## src/rtl/rf_write_arbiter.sv

```systemverilog
// ---------------------------------------------------------------------------
// rf_write_arbiter
// Sequencer/arbiter for the register file's single general-purpose write
// port. Merges the writeback stage (optionally dual-destination) with an
// external requester (interrupt/debug context load). Dual results are split
// over two cycles with writeback stalled in between; the external requester
// is guaranteed a grant after at most STARVE_MAX denied cycles (plus one
// possible SECOND cycle). The register file commits on the falling edge, so
// every write issued here lands in the middle of the following cycle.
//
// Ports
//   clk, rst_n                  clock (rising edge), async active-low reset
//   wb_valid_i, wb_dual_i       WB write request / request carries write B
//   wb_addr_a_i, wb_data_a_i    WB write A
//   wb_addr_b_i, wb_data_b_i    WB write B (dual only)
//   ext_req_i                   external request, held until granted
//   ext_addr_i, ext_data_i      external write
//   stall_o                     combinational; WB must hold its request
//   ext_gnt_o                   registered pulse; ext write issued
//   data_write1_o               registered register-file write enable
//   write_addr1_o, write_data1_o registered write address / data
//   pend_valid_o/addr_o/data_o  latched B write still to issue (forwarding)
//   addr_err_o                  registered pulse; issued write suppressed
//                               because its address was >= REG_NUMBER
// ---------------------------------------------------------------------------
module rf_write_arbiter #(
   parameter int unsigned REG_SIZE   = 16,
   parameter int unsigned ADDR_W     = 4,
   parameter int unsigned REG_NUMBER = 8,
   parameter int unsigned STARVE_MAX = 4
) (
   input  logic                clk,
   input  logic                rst_n,

   input  logic                wb_valid_i,
   input  logic                wb_dual_i,
   input  logic [ADDR_W-1:0]   wb_addr_a_i,
   input  logic [ADDR_W-1:0]   wb_addr_b_i,
   input  logic [REG_SIZE-1:0] wb_data_a_i,
   input  logic [REG_SIZE-1:0] wb_data_b_i,

   input  logic                ext_req_i,
   input  logic [ADDR_W-1:0]   ext_addr_i,
   input  logic [REG_SIZE-1:0] ext_data_i,

   output logic                stall_o,
   output logic                ext_gnt_o,
   output logic                data_write1_o,
   output logic [ADDR_W-1:0]   write_addr1_o,
   output logic [REG_SIZE-1:0] write_data1_o,
   output logic                pend_valid_o,
   output logic [ADDR_W-1:0]   pend_addr_o,
   output logic [REG_SIZE-1:0] pend_data_o,
   output logic                addr_err_o
);

   localparam int unsigned CNT_W = 4;

   typedef enum logic [0:0] {
      IDLE   = 1'b0,
      SECOND = 1'b1
   } state_e;

   state_e               state_q, state_d;
   logic [CNT_W-1:0]     starve_q, starve_d;

   // Issue decode produced by the output process
   logic                 force_ext_c;
   logic                 issue_c;
   logic                 grant_c;
   logic                 latch_b_c;
   logic                 addr_ok_c;
   logic [ADDR_W-1:0]    issue_addr_c;
   logic [REG_SIZE-1:0]  issue_data_c;

   // Registered port / pending state
   logic                 wr_en_q;
   logic [ADDR_W-1:0]    wr_addr_q;
   logic [REG_SIZE-1:0]  wr_data_q;
   logic                 ext_gnt_q;
   logic                 addr_err_q;
   logic                 pend_valid_q;
   logic [ADDR_W-1:0]    pend_addr_q;
   logic [REG_SIZE-1:0]  pend_data_q;

   // Ext wins outright once it has been denied STARVE_MAX cycles in a row
   assign force_ext_c = (state_q == IDLE) && ext_req_i &&
                        (starve_q == CNT_W'(STARVE_MAX));

   // State register
   always_ff @(posedge clk or negedge rst_n) begin
      if (!rst_n) begin
         state_q  <= IDLE;
         starve_q <= '0;
      end else begin
         state_q  <= state_d;
         starve_q <= starve_d;
      end
   end

   // Next-state logic: FSM and starvation counter
   always_comb begin
      state_d  = state_q;
      starve_d = starve_q;

      case (state_q)
         IDLE: begin
            if (!force_ext_c && wb_valid_i && wb_dual_i) begin
               state_d = SECOND;
            end
         end
         SECOND: begin
            state_d = IDLE;
         end
         default: begin
            state_d = IDLE;
         end
      endcase

      // Counts consecutive denied cycles, including a SECOND cycle
      if (!ext_req_i || grant_c) begin
         starve_d = '0;
      end else if (starve_q != CNT_W'(STARVE_MAX)) begin
         starve_d = starve_q + CNT_W'(1);
      end
   end

   // Output logic: who owns the port this cycle, and the stall to WB
   always_comb begin
      issue_c      = 1'b0;
      grant_c      = 1'b0;
      latch_b_c    = 1'b0;
      issue_addr_c = '0;
      issue_data_c = '0;
      stall_o      = 1'b0;

      case (state_q)
         IDLE: begin
            if (force_ext_c) begin
               issue_c      = 1'b1;
               grant_c      = 1'b1;
               issue_addr_c = ext_addr_i;
               issue_data_c = ext_data_i;
               stall_o      = 1'b1;
            end else if (wb_valid_i) begin
               issue_c      = 1'b1;
               issue_addr_c = wb_addr_a_i;
               issue_data_c = wb_data_a_i;
               latch_b_c    = wb_dual_i;
            end else if (ext_req_i) begin
               issue_c      = 1'b1;
               grant_c      = 1'b1;
               issue_addr_c = ext_addr_i;
               issue_data_c = ext_data_i;
            end
         end
         SECOND: begin
            issue_c      = 1'b1;
            issue_addr_c = pend_addr_q;
            issue_data_c = pend_data_q;
            stall_o      = 1'b1;
         end
         default: begin
            stall_o      = 1'b0;
         end
      endcase
   end

   // Upper addresses hold the PC halves and are never written via this port
   assign addr_ok_c = (32'(issue_addr_c) < REG_NUMBER);

   // Write-port registers
   always_ff @(posedge clk or negedge rst_n) begin
      if (!rst_n) begin
         wr_en_q    <= 1'b0;
         wr_addr_q  <= '0;
         wr_data_q  <= '0;
         ext_gnt_q  <= 1'b0;
         addr_err_q <= 1'b0;
      end else begin
         wr_en_q    <= issue_c && addr_ok_c;
         addr_err_q <= issue_c && !addr_ok_c;
         ext_gnt_q  <= grant_c;
         // Address/data load even when suppressed so the bad target is visible
         if (issue_c) begin
            wr_addr_q <= issue_addr_c;
            wr_data_q <= issue_data_c;
         end
      end
   end

   // Pending B write; reset discards it before it can issue
   always_ff @(posedge clk or negedge rst_n) begin
      if (!rst_n) begin
         pend_valid_q <= 1'b0;
         pend_addr_q  <= '0;
         pend_data_q  <= '0;
      end else if (latch_b_c) begin
         pend_valid_q <= 1'b1;
         pend_addr_q  <= wb_addr_b_i;
         pend_data_q  <= wb_data_b_i;
      end else if (state_q == SECOND) begin
         pend_valid_q <= 1'b0;
      end
   end

   assign data_write1_o = wr_en_q;
   assign write_addr1_o = wr_addr_q;
   assign write_data1_o = wr_data_q;
   assign ext_gnt_o     = ext_gnt_q;
   assign addr_err_o    = addr_err_q;
   assign pend_valid_o  = pend_valid_q;
   assign pend_addr_o   = pend_addr_q;
   assign pend_data_o   = pend_data_q;

endmodule

```

## config.mk

```make
export PLATFORM = sky130hd
export DESIGN_NAME = rf_write_arbiter
export DESIGN_NICKNAME = d
export VERILOG_FILES = /design/src/rtl/rf_write_arbiter.sv
export SDC_FILE = /design/constraint.sdc
export NUM_CORES = 1
export LEC_CHECK = 0
export BUFFER_PORTS_ARGS = -buffer_cell sky130_fd_sc_hd__buf_4
export CAP_MARGIN = 25
export CELL_PAD_IN_SITES_DETAIL_PLACEMENT = 1
export CELL_PAD_IN_SITES_GLOBAL_PLACEMENT = 1
export CORE_MARGIN = 5
export CORE_UTILIZATION = 32
export CTS_CLUSTER_DIAMETER = 80
export DETAILED_ROUTE_END_ITERATION = 10
export GPL_TIMING_DRIVEN = 0
export PLACE_DENSITY_LB_ADDON = 0.15
export SLEW_MARGIN = 10
export SYNTH_ARGS = -nofsm -noshare
export SYNTH_HDL_FRONTEND = slang
export SYNTH_SLANG_ARGS = --single-unit
```

## constraint.sdc

```tcl
create_clock -name clk -period 1.8 [get_ports clk]
set_input_delay 0.18 -clock clk [delete_from_list [all_inputs] [get_ports clk]]
set_output_delay 0.18 -clock clk [all_outputs]
set_load 0.02 [all_outputs]
```

* Word-level counts from Yosys, hierarchy flattened
Index checks and enable logic that the tools add are counted.
Word-level totals: bits in registers 49, output and inout bits 45
Cells by class: $add $sub $neg 1, $lt $le $gt $ge 1, eq/ne operators 2, mux-type cells 26, bitwise gates (word level) 1, reduce and logical (&&, ||, !) cells 12
Operator list (count):
- 2-to-1 mux 16 bit | 3
- one-hot mux 16 bit (2 select lines) | 1
- 2-to-1 mux 4 bit | 5
- 2-to-1 mux 1 bit | 13
- one-hot mux 4 bit (2 select lines) | 1
- logical AND 1 bit | 6
- one-hot mux 1 bit (2 select lines) | 3
- adder 4 x 1 -> 4 bit (second input constant) | 1
- == test 4 x 3 -> 1 bit (second input constant) | 1
- less-than comparator 4 bit (second input constant) | 1
- != test 4 x 3 -> 1 bit (second input constant) | 1
- nonzero test 2 bit | 2
- zero test 1 bit | 3
- logical OR 1 bit | 1
- inverter 1 bit | 1

* Depth between registers and ports, before layout
Gate-level depths: netlist (run 1).
depth in word-level cells 8, depth in mapped cells 7, mapped depth without buffers 5

* Worst setup path before layout (run 1)
Ideal clock, no wire load.
path type register to register, start register starve_q[0], end register pend_data_q[10], in the netlist pend_data_o[10], library setup time 0.125 ns, arrival time 1.633 ns, required time 1.675 ns, slack 0.042 ns, stages on the path, launching flop included 8, clock period less this slack 1.758 ns, path through dfrtp_1 -> inv_1 -> ha_1 -> and4b_1 -> buf_6 -> nor3_4 -> buf_6 -> mux2_4
On the way: word-level cells in the longest chain between the ends 4
Ends and longest elaborated chain:
- start: declaration | RTL line 65 | logic [CNT_W-1:0] starve_q, starve_d;
- start signal: assignment | RTL line 97 | starve_q <= starve_d;
- == test 4 x 3 -> 1 bit | RTL line 88 | (starve_q == CNT_W'(STARVE_MAX));
- logical AND 1 bit | RTL line 87 | assign force_ext_c = (state_q == IDLE) && ext_req_i &&
- 2-to-1 mux 1 bit | RTL line 139 | if (force_ext_c) begin
- 2-to-1 mux 1 bit | RTL line 137 | case (state_q)
- end signal: assignment | RTL line 201 | pend_data_q <= wb_data_b_i;
- end: declaration | RTL line 84 | logic [REG_SIZE-1:0] pend_data_q;
No other way between the ends. A chain may end at the register's enable or synchronous reset.

* Worst setup path in the final report (run 1)
start register starve_q[1], end register pend_data_q[13], in the netlist pend_data_o[13]
Same word-level chain as after synthesis.

==> metrics.md, run 1 <==
| Metric | Value |
|---|---|
| Outcome | `finished, final reports clean` |
| Nets | `433` |
| CP Data Required Time | `1980 ps` |
| Die Wd | `100 um` |
| Vias after detailed routing | `2449` |
| Clk_skew | `2.97 ps` |
| Starting density of the core | `0.322` |
| Drt pass-1 iters | `4` |
| Top post-synthesis cells by area | `dfrtp_1, mux2_4, mux2_2` |
| Sw frac | `0.328` |
| Synth Area in XOR/XNOR | `0.00671` |
| Endpoints failing setup | `0` |
| Worst setup endpoint | `pend_data_o[13]` |
| Worst hold slack | `109 ps` |
| TritonCTS clock tree | `built` |
| Antenna violations before repair | `0` |
| Gate power share | `0.351` |
| Clk buf depth | `2` |
| Syn Nets | `308` |
| CP Depth | `8` |
| Top FF cell, synth | `dfrtp_1` |
| Part of the power in the clock network | `0.206` |
| Grt ovf | `0` |
| Sequential power share | `0.443` |
| HPWL after DPL | `6390 um` |
| Crit path time final | `1790 ps` |
| HP Start | `wb_data_b_i[8]` |
| Final Cycle Share | `0.996` |
| Mapped cell area | `0.00261 sq mm` |
| Layout cell share with drive strength beyond 1 | `0.488` |
| Post-synth EDFFs | `0` |
| Largest net degree at the start of global routing | `50` |
| Cell area power density | `819 mW/mm^2` |
| WL per Instance | `18.8 um` |
| Inserted Diodes | `0` |
| Critical path's slowest cell | `dfrtp_1` |
| # DRC | `0` |
| Routability cong. | `0.741` |
| Post-synthesis mux area share | `0.109` |
| R2R Setup Slk | `8 ps` |
| Core box area | `0.00809 sq mm` |
| Ys Warns | `0` |
| Worst-path maximum fanout | `5` |
| Most common cell after layout, fill and taps aside | `buf_4` |
| Die area | `0.0101 sq mm` |
| Max-Cap Viols | `0` |
| Crit path DAT | `1980 ps` |
| Synth area leader | `dfrtp_1` |
| R2r endpoint | `pend_data_o[13]` |
| DR vias/cell | `5.19` |
| Drt total wl | `8860 um` |
| Commonest cells after routing, fill and taps aside | `buf_4, dfrtp_1, nand2_1` |
| WP buf/inv | `4` |
| Maximum vdd drop | `0.000430 V` |
| Least-Margin Pin Slew | `646 ps` |
| Post-synthesis compound-gate area fraction | `0.206` |
| Synth cell types | `39` |
| Synth-to-Final Area Change | `45.8%` |
| Worst r2r src | `starve_q[1]` |
| Worst path cell trace | `inv_1 > ha_2 > and4b_1 > buf_6 > nor3_4 > buf_6 > buf_8 > mux2_4` |
| Max-slew violation count | `0` |
| Final Hold Fails | `0` |
| Post-synthesis simple-gate area fraction | `0.140` |
| Async set or reset register ratio after synthesis | `1.00` |
| DRT iter0 DRCs | `58` |
| Crit start category | `flip-flop` |
| Clock sinks | `49` |
| Mean Syn Cell Area | `10.8 sq um` |
| Slew headroom | `0.569` |
| P_int | `2.09 mW` |
| CTS clk-pin slew, worst paths | `90 ps` |
| Buffers on Ports | `109` |
| Leakage power | `1.82 nW` |
| Cell count after synthesis | `241` |
| Most common cell on crit path | `buf_6` |
| Delay-heaviest family, CP | `buffers and inverters` |
| Clk root buf | `clkbuf_8` |
| Tightest Hold Check Type | `input pin to flip-flop` |
| Crit end category | `flip-flop` |
| I/O Pins | `110` |
| Total GRT Usage | `0.176` |
| Total CTS buffers | `5` |
| Largest family of logic cells by synthesized area | `compound AO/OA/AOI/OAI gates` |
| Adder-Cell Fraction of Synth Area | `0.00959` |
| # H-tree levels | `2` |
| # rows | `33` |
| Sw Pwr | `1.02 mW` |
| Share of the synthesized area in the top cell type | `0.470` |
| Post-layout util | `0.470` |
| Yosys reg bits | `49` |
| RSZ-0062 raised after global routing | `true` |
| Number of global-route vias before repair | `2728` |
| Worst path max stage delay | `370 ps` |
| Worst-skew pair later-pin latency | `290 ps` |
| Die height | `100 um` |
| First-pass GRT wire length | `14000 um` |
| Post-route antenna net violation count | `0` |
| Register area share after synthesis | `0.470` |
| R2R cell count | `8` |
| Critical path class | `flip-flop to flip-flop` |
| Setup crit start | `starve_q[1]` |
| Fmax | `558 MHz` |
## power by group through the flow
stage	Sequential [mW]	Clock, mW	Combinational (mW)
detailed placement	1.40	0	1.05
global route	1.40	0.714	1.17
global placement	1.40	0	1.03
floorplan	1.58	0	0.360
finish	1.38	0.642	1.09
CTS	1.38	0.666	1.07
## cell type report
type / count / area [sq um]
Inverter: 8 / 30.0
Tap cell: 105 / 131
Clock buffer: 6 / 72.6
Timing Repair Buffer: 120 / 932
Sequential cell: 49 / 1230
Fill cell: 961 / 4290
Clock inverter: 2 / 10.0
Buffer: 18 / 130
Multi-Input combinational cell: 164 / 1270
## logic make-up (layout without fill, tap and decap cells)
logic type | after synthesis | in the layout
DFF | 49 | 49
AOI/OAI and AO/OA | 69 | 69
and+or+nand+nor | 69 | 69
muxes | 22 | 22
buffers and inverters | 28 | 154
xor gates and xnor gates | 2 | 2
adders and majority gates | 2 | 2
## per-layer routing
metal	GRT usage	vias to the layer above	routed length, um	part of all wire
met5	0	-	0	0
met4	0.0435	0	130	0.015
met3	0.0375	10	490	0.055
met2	0.308	80	4470	0.51
met1	0.220	1229	3760	0.42
li1	-	1130	-	-
## worst register-to-register path, cell delays in order (launching register included)
cell and delay, ps:
dfrtp_1 370, inv_1 50, ha_2 180, and4b_1 180, buf_6 130, nor3_4 140
buf_6 170, buf_8 160, mux2_4 310
## per-stage QoR
step	setup WS (ps)	std cells	TNS, ps	power [mW]	area, sq um
2_1_floorplan	42.1	241	0	1.94	2610
3_3_place_gp	-156	455	-4390	2.42	3560
3_5_place_dp	-196	455	-4850	2.45	3560
4_1_cts	0.511	470	0	3.12	3720
5_1_grt	-69.0	472	-705	3.28	3800
6_report	8.04	472	0	3.11	3800
## cells in the mapped netlist, types with 2 or more instances
cell type / number
a211o_2: 5
a21boi_0: 2
a21o_1: 2
a21oi_1: 15
a221o_1: 8
a22o_1: 8
a22oi_1: 5
a32oi_1: 5
buf_2: 11
buf_6: 4
clkbuf_1: 3
dfrtp_1: 49
ha_1: 2
inv_1: 8
mux2_2: 11
mux2_4: 10
nand2_1: 18
nand2b_1: 2
nand3_1: 3
nand3b_1: 7
nor2_1: 11
nor2b_1: 9
nor3_1: 13
o211ai_1: 3
o31a_1: 6
o31ai_1: 6
or2_2: 2
xor2_1: 2
## registers in the layout, indices dropped and copies added, names as in the netlist
name,flops
state_q,1
ext_gnt_o,1
pend_addr_o,4
write_addr1_o,4
pend_valid_o,1
starve_q,4
addr_err_o,1
pend_data_o,16
data_write1_o,1
write_data1_o,16
## worst min-delay path by stage
stage               cells past startpoint  slack (ps)                end
floorplan                               0        -120         addr_err_o
global placement                        1         260  write_data1_o[13]
detailed placement                      1         250  write_data1_o[13]
CTS                                     2         100     pend_data_o[8]
global route                            2          90     pend_data_o[2]
finish                                  2         110     pend_data_o[8]
## what timing repair did
item | CTS | global route
endpoints found under the hold margin | 49 | 0
buffers inserted | 7 | 1
pin swaps | 2 | 0
setup endpoints to repair | 40 | 33
hold buffers | 1 | 0
resized for setup | 6 | 15
cloned | 1 | 1
Power figures use the tool's default switching activity.
==> run 2: changes to the inputs <==
- CORE_MARGIN: 5 -> 8
- CORE_UTILIZATION: 32 -> 36
- clock period: 1.8 -> 1.9 ns (I/O delays scaled with it)
==> metrics.md, run 2 (synthesized netlist as in run 1, its figures left out) <==
| Metric | Value |
|---|---|
| Synth-to-Final Area Change | `42.4%` |
| Worst setup margin | `55.3 ps` |
| Worst path max stage delay | `380 ps` |
| WL per Instance | `19.4 um` |
| Most common cell on crit path | `buf_6` |
| Worst-skew pair later-pin latency | `300 ps` |
| Hold EP | `pend_addr_o[2]` |
| Drt pass-1 iters | `4` |
| Power, Total | `2.96 mW` |
| DRT iter0 DRCs | `68` |
| Leakage power | `1.76 nW` |
| Fmax | `542 MHz` |
| Number of global-route vias before repair | `2786` |
| Dpl cell area | `0.00355 sq mm` |
| Crit end category | `primary output` |
| CP Data Required Time | `1710 ps` |
| Clk buf depth | `2` |
| Worst path cell trace | `inv_1 > ha_4 > and4b_1 > buf_6 > or2_2 > buf_6` |
| Clock sinks | `49` |
| Area of the multi-input gates | `0.00125 sq mm` |
| Sw frac | `0.328` |
| HPWL after DPL | `6560 um` |
| Largest net degree at the start of global routing | `50` |
| Max-slew violation count | `0` |
| Part of the power in the clock network | `0.219` |
| Commonest cells after routing, fill and taps aside | `buf_4, dfrtp_1, nand2_1` |
| Core box area | `0.00714 sq mm` |
| RSZ-0062 raised after global routing | `false` |
| Total GRT Usage | `0.181` |
| Reg area | `0.00123 sq mm` |
| Clk root buf | `clkbuf_8` |
| Slew headroom | `0.573` |
| Cell area power density | `797 mW/mm^2` |
| Sequential power share | `0.440` |
| Maximum vdd drop | `0.000441 V` |
| Final Cycle Share | `0.971` |
| Sw Pwr | `0.972 mW` |
| Gate power share | `0.340` |
| Most common cell after layout, fill and taps aside | `buf_4` |
| Least-Margin Pin Slew | `640 ps` |
| Worst hold slack | `109 ps` |
| I/O Pins | `110` |
| Vias after detailed routing | `2425` |
| Drt total wl | `8950 um` |
| Endpoints failing setup | `0` |
| Tightest Hold Check Type | `input pin to flip-flop` |
| # H-tree levels | `2` |
| CTS clk-pin slew, worst paths | `100 ps` |
| Critical path class | `flip-flop to primary output` |
| Starting density of the core | `0.366` |
| Outcome | `finished, final reports clean` |
| R2R cell count | `7` |
| First-pass GRT wire length | `14500 um` |
| Inserted Diodes | `0` |
| Final Hold Fails | `0` |
| Layout cell share with drive strength beyond 1 | `0.483` |
| Die height | `101 um` |
| Worst r2r src | `starve_q[1]` |
| Routability cong. | `0.771` |
| # fillers | `846` |
| Antenna violations before repair | `0` |
| Final instance area | `0.00371 sq mm` |
| Die Wd | `101 um` |
| Crit path DAT | `1650 ps` |
| Max-Cap Viols | `0` |
| Buffers on Ports | `109` |
| # DRC | `0` |
| # rows | `31` |
| DR vias/cell | `5.26` |
| Worst-path maximum fanout | `7` |
| P_int | `1.99 mW` |
| Hold path cells | `2` |
| Crit path time final | `1840 ps` |
| Nets | `429` |
| Die area | `0.0102 sq mm` |
| R2r endpoint | `pend_addr_o[3]` |
| R2R Setup Slk | `70 ps` |
| Post-route antenna net violation count | `0` |
| Grt ovf | `0` |
| TritonCTS clock tree | `built` |
| Clk_skew | `8.46 ps` |
| Crit start category | `flip-flop` |
| Pre-CTS setup slack | `-89.3 ps` |
| Total CTS buffers | `5` |
| Critical path's slowest cell | `dfrtp_1` |
| HP Start | `wb_addr_b_i[2]` |
| Post-layout util | `0.520` |
## run 2: cell count changes in the layout (fill, tap and decap cells not counted), sizes merged
cell and change:
buf -3, clkinv -2, clkbuf -1, clkinvlp +1
## run 2: per-stage QoR
stage / setup TNS, ps / std cells
final: 0 / 461
after global routing: 0 / 461
after CTS: 0 / 460
after detailed placement: -1290 / 449
after global placement: -1120 / 449
after floorplan: 0 / 241
## run 2: area by class of cell
cell class,instances,area share
Multi-Input combinational cell,164,0.336
Sequential cell,49,0.330
Timing Repair Buffer,116,0.236
Tap cell,99,0.0334
Buffer,18,0.0317
Clock buffer,6,0.0222
Inverter,8,0.00809
Clock inverter,1,0.00202
## run 2: critical path: cells and delay by family (launching register included)
| kind | cells | cell delay (ps) |
|---|---|---|
| AND/OR/NAND/NOR | 2 | 450 |
| flip-flops | 1 | 380 |
| buffers and inverters | 3 | 350 |
| adder cells (fa/ha/maj) | 1 | 170 |
## run 2: routing by layer
| metal | part of all wire | track usage |
|---|---|---|
| met3 | 0.076 | 0.0559 |
| met2 | 0.50 | 0.320 |
| met4 | 0.0073 | 0.0344 |
| met1 | 0.42 | 0.210 |
| met5 | 0 | 0 |
## run 2: how the worst max path moves through the flow
stage                            from               end  slack, ps  cells past startpoint
after global placement    starve_q[0]    pend_addr_o[1]        -70                      7
after floorplan           starve_q[0]   pend_data_o[10]        140                      7
after detailed placement  starve_q[0]    pend_addr_o[3]        -90                      7
final                     starve_q[1]           stall_o         60                      6
after global routing      starve_q[1]           stall_o          9                      6
after CTS                 starve_q[0]  write_data1_o[8]         10                      6
## run 2: power groups by stage
| stage | registers [mW] | clock network, mW | logic [mW] |
|---|---|---|---|
| 6_report | 1.30 | 0.649 | 1.01 |
| 3_5_place_dp | 1.33 | 0 | 0.995 |
| 3_3_place_gp | 1.32 | 0 | 0.979 |
| 4_1_cts | 1.30 | 0.666 | 1.01 |
| 5_1_grt | 1.33 | 0.706 | 1.08 |
| 2_1_floorplan | 1.49 | 0 | 0.341 |
## run 2: what timing repair did
| action | CTS | global route |
|---|---|---|
| resized for setup | 2 | 5 |
| pin swaps | 1 | 0 |
| hold buffers | 1 | 0 |
| setup buffers | 4 | 2 |
| hold endpoints to repair | 49 | 0 |
| endpoints found under the setup margin | 32 | 35 |
==> run 3: changes to the inputs <==
- BUFFER_PORTS_ARGS: -buffer_cell sky130_fd_sc_hd__buf_4 -> default
- CORE_UTILIZATION: 36 -> 45
- DONT_BUFFER_PORTS: default -> 1
- PLACE_DENSITY_LB_ADDON: 0.15 -> 0.05
==> metrics.md, run 3 (synthesized netlist as in run 1, its figures left out) <==
| Metric | Value |
|---|---|
| Die height | `92.1 um` |
| Pre-CTS setup slack | `-126 ps` |
| Worst-path maximum fanout | `7` |
| Buffers on Ports | `0` |
| First-pass GRT wire length | `13000 um` |
| Max-Cap Viols | `0` |
| Commonest cells after routing, fill and taps aside | `dfrtp_1, nand2_1, a21oi_1` |
| Cell area power density | `938 mW/mm^2` |
| Routability cong. | `0.769` |
| Most common cell on crit path | `buf_6` |
| WL per Instance | `23.9 um` |
| # H-tree levels | `2` |
| Max-slew violation count | `0` |
| DRT iter0 DRCs | `87` |
| Die Wd | `92.1 um` |
| Critical path class | `flip-flop to flip-flop` |
| # rows | `27` |
| RSZ-0062 raised after global routing | `true` |
| Post-layout util | `0.533` |
| Post-route antenna net violation count | `0` |
| Number of global-route vias before repair | `2412` |
| Antenna violations before repair | `0` |
| CTS clk-pin slew, worst paths | `90 ps` |
| Grt ovf | `0` |
| Starting density of the core | `0.471` |
| Total GRT Usage | `0.193` |
| R2R cell count | `8` |
| Worst setup margin | `73.8 ps` |
| Hold path cells | `1` |
| Synth-to-Final Area Change | `13.1%` |
| WP buf/inv | `4` |
| TritonCTS clock tree | `built` |
| Crit path time final | `1830 ps` |
| Delay-heaviest family, CP | `buffers and inverters` |
| Crit end category | `flip-flop` |
| Drt pass-1 iters | `4` |
| DR vias/cell | `6.20` |
| Most common cell after layout, fill and taps aside | `dfrtp_1` |
| Leakage power | `1.29 nW` |
| Least-Margin Pin Slew | `874 ps` |
| Worst path cell trace | `inv_1 > ha_4 > and4b_1 > buf_6 > nor3_4 > buf_6 > buf_8 > mux2_2` |
| Tightest Hold Check Type | `input pin to flip-flop` |
| Endpoints failing setup | `0` |
| Core box area | `0.00554 sq mm` |
| Crit start category | `flip-flop` |
| Clock sinks | `49` |
| Maximum vdd drop | `0.000493 V` |
| # DRC | `0` |
| Worst-skew pair later-pin latency | `310 ps` |
| Clk root buf | `clkbuf_8` |
| Drt total wl | `7910 um` |
| Inserted Diodes | `0` |
| Total CTS buffers | `5` |
| Outcome | `finished, final reports clean` |
| Fmax | `548 MHz` |
| Vias after detailed routing | `2051` |
| Nets | `325` |
| Largest net degree at the start of global routing | `50` |
| CP Depth | `8` |
| CP Data Required Time | `2090 ps` |
| Worst path max stage delay | `360 ps` |
| Layout cell share with drive strength beyond 1 | `0.266` |
| Clk buf depth | `2` |
| Clk_skew | `10.9 ps` |
| Final Hold Fails | `0` |
| Final Cycle Share | `0.961` |
| Crit path DAT | `2020 ps` |
| I/O Pins | `110` |
| Critical path's slowest cell | `dfrtp_1` |
| HPWL after DPL | `5770 um` |
| Die area | `0.00849 sq mm` |
| Slew headroom | `0.413` |
[run 3: timing repair]
item	CTS	global route
pin swaps	1	2
setup buffers	5	4
cloned	1	0
resized for setup	2	8
endpoints found under the hold margin	49	0
hold buffers	2	0
setup endpoints to repair	20	35
[run 3: worst paths after layout]
kind	from	to	slack [ps]
setup / recovery	starve_q[1]	pend_data_o[15]	70
hold / removal	wb_data_a_i[1]	write_data1_o[1]	20
setup reg to reg	starve_q[1]	pend_data_o[15]	70
hold reg to reg	starve_q[3]	starve_q[3]	600
max in group asynchronous	rst_n	write_data1_o[14]	1250
min in group asynchronous	rst_n	write_data1_o[12]	400
[run 3: cell type report]
cell class              count  area [sq um]
fillers                   597          2590
multi-input cells         164          1240
flip-flops and latches     49          1230
plain buffers              19           135
repair buffers             11           109
well taps                  72          90.1
clock buffers               7          86.3
clock inverters             1          30.0
inverters                   8          30.0
[run 3: routing by layer]
layer / vias up / wire [um] / part of all wire / track usage
li1: 920 / - / - / -
met3: 9 / 744 / 0.094 / 0.0595
met1: 1033 / 3060 / 0.39 / 0.221
met4: 0 / 92 / 0.012 / 0.0738
met5: - / 0 / 0 / 0
met2: 89 / 4010 / 0.51 / 0.328
[run 3: power breakdown]
part | switching [mW] | internal, mW
Sequential | 0.325 | 1.19
Combinational | 0.216 | 0.255
Clock | 0.349 | 0.430
[run 3: worst reg2reg max path, cell delays in order, from the launching register on]
cell and delay (ps):
dfrtp_1 360, inv_1 70, ha_4 160, and4b_1 170, buf_6 140, nor3_4 200
buf_6 160, buf_8 130, mux2_2 330
[run 3: through the flow]
stage | setup TNS (ps) | cell area, sq um | hold slack (ps) | cells | total power, mW
4_1_cts | 0 | 2900 | 9.25 | 329 | 2.79
2_1_floorplan | 0 | 2610 | -106 | 241 | 1.83
3_3_place_gp | -1550 | 2700 | -104 | 313 | 1.94
6_report | 0 | 2950 | 22.7 | 331 | 2.77
3_5_place_dp | -1750 | 2700 | -104 | 313 | 1.96
5_1_grt | -36.9 | 2950 | 9.17 | 331 | 2.90
